### config.mk
export PLATFORM = sky130hd
export DESIGN_NAME = mem_bus_arb
export DESIGN_NICKNAME = d
export VERILOG_FILES = /design/src/rtl/mem_bus_arb.sv
export SDC_FILE = /design/constraint.sdc
export NUM_CORES = 1
export LEC_CHECK = 0
export ABC_AREA = 1
export ABC_CLOCK_PERIOD_IN_PS = 1600
export BUFFER_PORTS_ARGS = -buffer_cell sky130_fd_sc_hd__buf_2
export CORE_ASPECT_RATIO = 1.25
export CORE_UTILIZATION = 45
export DETAILED_ROUTE_END_ITERATION = 8
export PLACE_DENSITY = 0.8
export SYNTH_ARGS = -nofsm -noshare
export SYNTH_HDL_FRONTEND = slang
export SYNTH_SLANG_ARGS = --single-unit
### constraint.sdc
create_clock -name clk -period 1.6 [get_ports clk]
set_clock_uncertainty 0.05 [all_clocks]
set_input_delay 0.32 -clock clk [delete_from_list [all_inputs] [get_ports clk]]
set_output_delay 0.32 -clock clk [all_outputs]
set_load 0.005 [all_outputs]
### src/rtl/mem_bus_arb.sv
`default_nettype none
// +------------------------------------------------------------------------+
// | mem_bus_arb : three-requester memory bus arbiter with wait states.     |
// | Optional round-robin arbitration: define MEM_BUS_ARB_RR_EN.            |
// | Revision: 1.0                                                          |
// +------------------------------------------------------------------------+
module mem_bus_arb #(
  parameter int unsigned WAIT_CYC = 1
) (
  input  logic        clk,
  input  logic        rst,
  input  logic [2:0]  req,
  input  logic [2:0]  we,
  input  logic [2:0]  bw,
  input  logic [15:0] addr0,
  input  logic [15:0] addr1,
  input  logic [15:0] addr2,
  input  logic [15:0] wdata0,
  input  logic [15:0] wdata1,
  input  logic [15:0] wdata2,
  output logic [2:0]  gnt,
  output logic [2:0]  done,
  output logic [15:0] rdata,
  output logic        busy,
  output logic [15:0] MAB_in,
  output logic [15:0] MDB_in,
  output logic        MW,
  output logic        BW,
  input  logic [15:0] MDB_out
);

  localparam logic [2:0] c_wait = 3'(WAIT_CYC);

  typedef enum logic [1:0] {
    ST_IDLE   = 2'd0,
    ST_ACCESS = 2'd1,
    ST_DONE   = 2'd2
  } state_t;

  state_t      r_state;
  logic [2:0]  r_cnt;
  logic [2:0]  r_gnt;
  logic [2:0]  r_done;
  logic [15:0] r_rdata;
  logic        r_we;
  logic        r_bw;
  logic [15:0] r_addr;
  logic [15:0] r_wdata;

  logic [1:0]  w_win_idx;
  logic        w_win_vld;
  logic        w_access;

`ifdef MEM_BUS_ARB_RR_EN
  logic [1:0] r_ptr;
  logic [1:0] w_p1;
  logic [1:0] w_p2;

  function automatic logic [1:0] inc3(input logic [1:0] v);
    return (v == 2'd2) ? 2'd0 : v + 2'd1;
  endfunction

  // Search starts at the pointer and wraps modulo three.
  always_comb begin
    w_p1      = inc3(r_ptr);
    w_p2      = inc3(w_p1);
    w_win_vld = |req;
    if (req[r_ptr])     w_win_idx = r_ptr;
    else if (req[w_p1]) w_win_idx = w_p1;
    else                w_win_idx = w_p2;
  end
`else
  always_comb begin
    w_win_vld = |req;
    if (req[1])      w_win_idx = 2'd1;
    else if (req[0]) w_win_idx = 2'd0;
    else             w_win_idx = 2'd2;
  end
`endif

  always_ff @(posedge clk or negedge rst) begin
    if (!rst) begin
      r_state <= ST_IDLE;
      r_cnt   <= 3'd0;
      r_gnt   <= 3'd0;
      r_done  <= 3'd0;
      r_rdata <= 16'd0;
      r_we    <= 1'b0;
      r_bw    <= 1'b0;
      r_addr  <= 16'd0;
      r_wdata <= 16'd0;
`ifdef MEM_BUS_ARB_RR_EN
      r_ptr   <= 2'd0;
`endif
    end else begin
      case (r_state)
        ST_IDLE: begin
          r_done <= 3'd0;
          if (w_win_vld) begin
            r_state <= ST_ACCESS;
            r_gnt   <= 3'b001 << w_win_idx;
            r_cnt   <= c_wait;
            r_we    <= we[w_win_idx];
            r_bw    <= bw[w_win_idx];
            case (w_win_idx)
              2'd0:    begin r_addr <= addr0; r_wdata <= wdata0; end
              2'd1:    begin r_addr <= addr1; r_wdata <= wdata1; end
              default: begin r_addr <= addr2; r_wdata <= wdata2; end
            endcase
`ifdef MEM_BUS_ARB_RR_EN
            r_ptr <= inc3(w_win_idx);
`endif
          end
        end
        ST_ACCESS: begin
          if (r_cnt == 3'd0) begin
            r_state <= ST_DONE;
            r_done  <= r_gnt;
            if (!r_we) r_rdata <= MDB_out;
          end else begin
            r_cnt <= r_cnt - 3'd1;
          end
        end
        ST_DONE: begin
          r_state <= ST_IDLE;
          r_gnt   <= 3'd0;
          r_done  <= 3'd0;
        end
        default: begin
          r_state <= ST_IDLE;
          r_gnt   <= 3'd0;
          r_done  <= 3'd0;
        end
      endcase
    end
  end

  // Bus drive is decoded from registered state so reset clears it at once.
  assign w_access = (r_state == ST_ACCESS);
  assign MAB_in   = w_access ? r_addr : 16'd0;
  assign MDB_in   = (w_access && r_we) ? r_wdata : 16'd0;
  assign BW       = w_access & r_bw;
  assign MW       = w_access & r_we & (r_cnt == 3'd0);
  assign busy     = (r_state != ST_IDLE);
  assign gnt      = r_gnt;
  assign done     = r_done;
  assign rdata    = r_rdata;

endmodule
`default_nettype wire
======== Yosys cells after proc, flatten, opt, wreduce, memory -nomap -nowiden ========
Index checks and enable logic that the tools add are counted.
W data, S select, Z words.
storage, ports and cells
  latch bits .............................. 0
  bits of input ports ..................... 123
  ROM bits ................................ 0
  memory bits (writable) .................. 0
  logic and storage cells ................. 54
  memories kept ........................... 0
  register bits after elaboration ......... 61
operators by class
  multipliers ............................. 0
  div/mod/pow operators ................... 0
  multiplexer cells ....................... 20
  eq/ne operators ......................... 5
  reduce and logical (&&, ||, !) cells .... 12
  bitwise operators ....................... 5
  magnitude comparators ................... 1
  $add $sub $neg .......................... 1
  shifts and indexed selects .............. 1
operator list
  kind                   count
  $pmux W16 S2           2
  $mux W16               2
  $mux W3                5
  $pmux W3 S2            2
  $mux W2                4
  $reduce_and A2 Y1      3
  $reduce_and A3 Y1      2
  $bmux W1 S2            2
  $eq A2 B1 Y1 const B   2
  $logic_not A2 Y1       2
  $ne A2 B2 Y1 const B   2
  $pmux W2 S2            1
  $reduce_bool A2 Y1     2
  $and A1 B1 Y1          3
  $logic_not A3 Y1       1
  $lt A2 B3 Y1 const B   1
  $reduce_or A3 Y1       1
  $shl A1 B2 Y3 const A  1
  $sub A3 B1 Y3 const B  1
  $mux W1                2
  $ne A2 B1 Y1 const B   1
  $not A1 Y1             2
  $logic_and A1 B1 Y1    1

======== Longest topological paths before layout ========
  word-level depth ........................ 5
  depth in mapped cells ................... 9

======== Least setup slack after synthesis ========
No wires, ideal clock.
  path kind ............................... register to output
  start ................................... reg r_state[0]
  end ..................................... out MDB_in[10]
  data required time ...................... 1.230 ns
  path buffers ............................ 1
  stages on the path, launching flop included .. 6
  setup slack ............................. 0.201 ns
  data arrival time ....................... 1.029 ns
  cells stage by stage .................... dfrtp_1 -> inv_1 -> nor2_4 -> nand2_2 -> buf_1 -> nor2_1
on the way
  cells in the longest elaborated chain, start to end .. 3
RTL lines
  what                    RTL line  source
  start, declared         40        state_t r_state;
  start signal, assigned  83        r_state <= ST_IDLE;
  start signal, assigned  100       r_state <= ST_ACCESS;
  start signal, assigned  117       r_state <= ST_DONE;
  $eq A2 B1 Y1            139       assign w_access = (r_state == ST_ACCESS);
  $logic_and A1 B1 Y1     141       assign MDB_in = (w_access && r_we) ? r_wdata : 16'd0;
  $mux W16                141
  end, declared           26        output logic [15:0] MDB_in,
No other way between the ends.

======== Worst setup path after layout ========
  start ................................... reg r_state[1]
  end ..................................... out MW
on the way
  cells in the longest elaborated chain, start to end .. 3
RTL lines
  what                         RTL line  source
  $eq A2 B1 Y1                 139
  $and A1 B1 Y1 (2 in series)  143       assign MW = w_access & r_we & (r_cnt == 3'd0);
  end, declared                27        output logic MW,
No other way between the ends.

==> reports/qor.txt <==
GRT
----------------------------------------------------------------------------------------
Via count of the first global-routing pass                                          3588
Global-route wire length before repair                                          15.86 mm
Antenna violations before repair                                                       0
Pin count of the biggest net entering global routing                                  62
All-layer global routing usage                                                    25.30%
Leftover overflow at the end of global routing                                         0

WORST HOLD PATH
----------------------------------------------------------------------------------------
Hold Crit Depth                                                                        3
Beginning of the worst hold path                                              MDB_out[8]
Worst min-delay path endpoint                                                   rdata[8]
Path class of the lowest-slack min-delay path                               input port to flop

CLOCK TREE
----------------------------------------------------------------------------------------
Clock-pin slew on the worst setup and hold paths                                 0.07 ns
Max H-tree Level                                                                       3
Number of clock buffers inserted by TritonCTS                                          9
# clock sinks                                                                         61
Number of buffers on the longest clock path                                            2
Clock latency reported for the late side of the worst-skew pair                  0.33 ns
TritonCTS clock tree                                                                 yes
CTS Root Buffer Type                                                            clkbuf_8

FINISH
----------------------------------------------------------------------------------------
Area used by multi-input combinational logic                                    1790 µm²
Fraction of final layout cells with drive strength greater than 1                 38.41%
Nets@finish                                                                          823
Filler cell count in the final layout                                                642
Post-synthesis to final-layout area growth                                        48.12%
Antenna Cells                                                                          0
Design Area, Final                                                              5041 µm²
Footprint of the flip-flops and latches                                         1530 µm²

WORST SETUP PATH
----------------------------------------------------------------------------------------
Worst path bufs/invs                                                                   2
R2r endpoint                                                                    r_cnt[0]
Sort of element at the end of the critical path                              output port
Peak per-stage delay on the critical path                                        0.44 ns
Reg2reg path depth                                                                     9
R2R Setup Slk                                                                    0.04 ns
CP Class                                                                    flop to output port
Maximum fanout count along the critical path                                           5
Data required, critical path                                                     1.23 ns
Setup crit start                                                              r_state[1]
Launch instance of the worst register-to-register path                        r_state[1]
Worst path arrival time                                                          1.38 ns
Category of cells accounting for the largest share of critical-path delay     flip-flops
Chain of cells forming the critical path                                    nor2_4 -> buf_6 -> nand2_8 -> nor2_2 -> buf_2
Critical Path Start Type                                                            flop
Crit path max-delay cell type                                                    dfrtp_2

STA
----------------------------------------------------------------------------------------
Top achievable clock speed                                                    0.5712 GHz
Part of the cycle the worst path needs                                            109.4%
Number of endpoints failing setup at the final stage                                  35
Max-slew violation count                                                               0
Setup repair after global routing missed its margin                                 true
Shortest period the worst path allows                                           1.751 ns
Number of hold-slack violations in the final timing report                             0
Slew at the pin closest to its max-slew limit                                  0.3859 ns
Final setup margin                                                            -0.1506 ns
Tightest slew margin relative to the limit                                        74.27%

ROUTING
----------------------------------------------------------------------------------------
Average detailed-routed wire length per instance                                12.42 µm
Post-route DRC                                                                         0
Iteration-0 DRC count of the detailed router                                         188
Total number of vias                                                                3847
Antenna-violating nets left                                                            0
Vias per cell                                                                      4.839
DRT Wirelength                                                                  9.875 mm
Number of detailed-route iterations in the first pass                                  4

DIE
----------------------------------------------------------------------------------------
Height of the die                                                               99.23 µm
Number of top-level pins                                                             180
Die Outline Area                                                                7917 µm²
Horizontal die dimension                                                        79.79 µm
Initial Utilization                                                               46.26%
Row Count                                                                             35
Standard cell core area                                                         7357 µm²

POWER AND IR DROP
----------------------------------------------------------------------------------------
VDD IR max                                                                      1.242 mV
Leakage                                                                         2.924 nW
Tot Pwr                                                                         8.984 mW
Power Density                                                                1782 nW/µm²

SYNTHESIS
----------------------------------------------------------------------------------------
Ranking of synthesized cells by area                                        dfrtp_1 (45%), nand2_1 (27%), nand3_1 (11%)
Synth cell types                                                                      18
Top cell type by total area after synthesis                                      dfrtp_1
Syn Inst Count                                                                       504
Register area share after synthesis                                               44.85%
Syn_area_per_cell                                                              6.753 µm²
Mapped Area                                                                     3403 µm²
Nets in the synthesized netlist                                                      629
Synth Register Bits                                                                   61
Yosys top cell area share                                                         44.85%
Number of synthesis warnings                                                           0

RUN STATUS
----------------------------------------------------------------------------------------
Violated checks                                                             setup timing
Status                                                                      finished with violations

PLACEMENT
----------------------------------------------------------------------------------------
Global placement routability congestion                                           0.7860
Sum of net half-perimeters after detailed placement                             6.649 mm
Instance area at placement                                                      4369 µm²
Number of port buffers                                                               179
Setup WS pre-CTS                                                              0.06624 ns

JOB
----------------------------------------------------------------------------------------
Max-cap check violation count                                                          0

power breakdown:
group / internal, mW / total, mW / switching, mW
registers: 2.29 / 2.77 / 0.485
logic: 2.02 / 4.68 / 2.66
clock network: 0.916 / 1.54 / 0.619
cell type report:
cell class,count,share of cell area (%)
multi-input cells,373,35.52
flip-flops and latches,61,30.36
repair buffers,207,23.88
inverters,46,3.524
clock buffers,10,2.730
well taps,92,2.283
clock inverters,6,1.713
state kept, by name (all words and copies together), names as in the netlist:
register / count
done: 3
r_addr: 16
rdata: 16
gnt: 3
r_cnt: 3
r_we: 1
r_wdata: 16
r_state: 2
r_bw: 1
synthesized netlist by cell type:
library cell	instances
buf_1	1
buf_2	13
buf_4	1
buf_6	5
clkbuf_1	6
clkinv_1	1
dfrtp_1	61
ha_1	2
inv_1	44
inv_2	1
nand2_1	248
nand2_2	3
nand3_1	76
nand4_1	1
nor2_1	37
nor2_2	1
nor2_4	2
nor2_8	1
what timing repair did:
item,in CTS,in global routing
gates cloned,2,1
hold endpoints to repair,61,0
gates resized for setup,31,44
setup endpoints to repair,35,51
setup buffers,8,5
pin swaps,5,4
hold buffers,1,0
tightest hold or removal path, cell delays in order:
cell and delay [ns]:
buf_2 0.07, nand2_1 0.04, nand2_1 0.04
cells by family after synthesis:
group	share of synthesized area (%)
and+or+nand+nor	44.78
adders and majority gates	0.7352
DFF	44.85
buffers and inverters	9.632
stage by stage:
stage          setup TNS, ns  hold WS [ns]  util, %  std cells
2_1_floorplan              0      -0.02559        -        504
3_3_place_gp               0        0.2965    59.39        762
3_5_place_dp               0        0.3061    59.39        762
4_1_cts               -3.086        0.1176    65.24        789
5_1_grt               -6.073        0.1143    68.52        795
6_report              -3.870        0.1308    68.52        795
layout by cell type (no fill, tap or decap):
master,n
nand2_1,245
dfrtp_2,3
clkinv_4,1
nand2_8,3
ha_2,1
buf_6,6
nand2_2,4
nor2_4,23
inv_2,4
buf_2,177
clkbuf_16,1
nor2_1,10
dlygate4sd3_1,1
inv_6,1
clkbuf_8,10
clkinv_1,1
nand2_4,1
nand4_1,1
buf_4,18
dfrtp_1,58
inv_1,40
nor2_2,7
ha_1,1
clkinvlp_4,1
nor2_8,1
nand3_1,76
buf_12,4
clkinv_2,2
bufinv_16,2
worst max-delay path by stage:
| stage | endpoint | cells past startpoint |
|---|---|---|
| 2_1_floorplan | MDB_in[10] | 5 |
| 4_1_cts | MDB_in[14] | 6 |
| 3_3_place_gp | MAB_in[0] | 5 |
| 6_report | MW | 5 |
| 5_1_grt | MDB_in[3] | 5 |
| 3_5_place_dp | rdata[8] | 7 |
per-layer routing:
metal | global-route usage [%] | share of wire [%] | up-vias
li1 | - | - | 1922
met2 | 44.71 | 53 | 170
met3 | 4.679 | 6.9 | 10
met1 | 31.07 | 39 | 1745
met5 | 0 | 0 | -
met4 | 7.418 | 1.1 | 0
(Power assumes the default switching activity.)
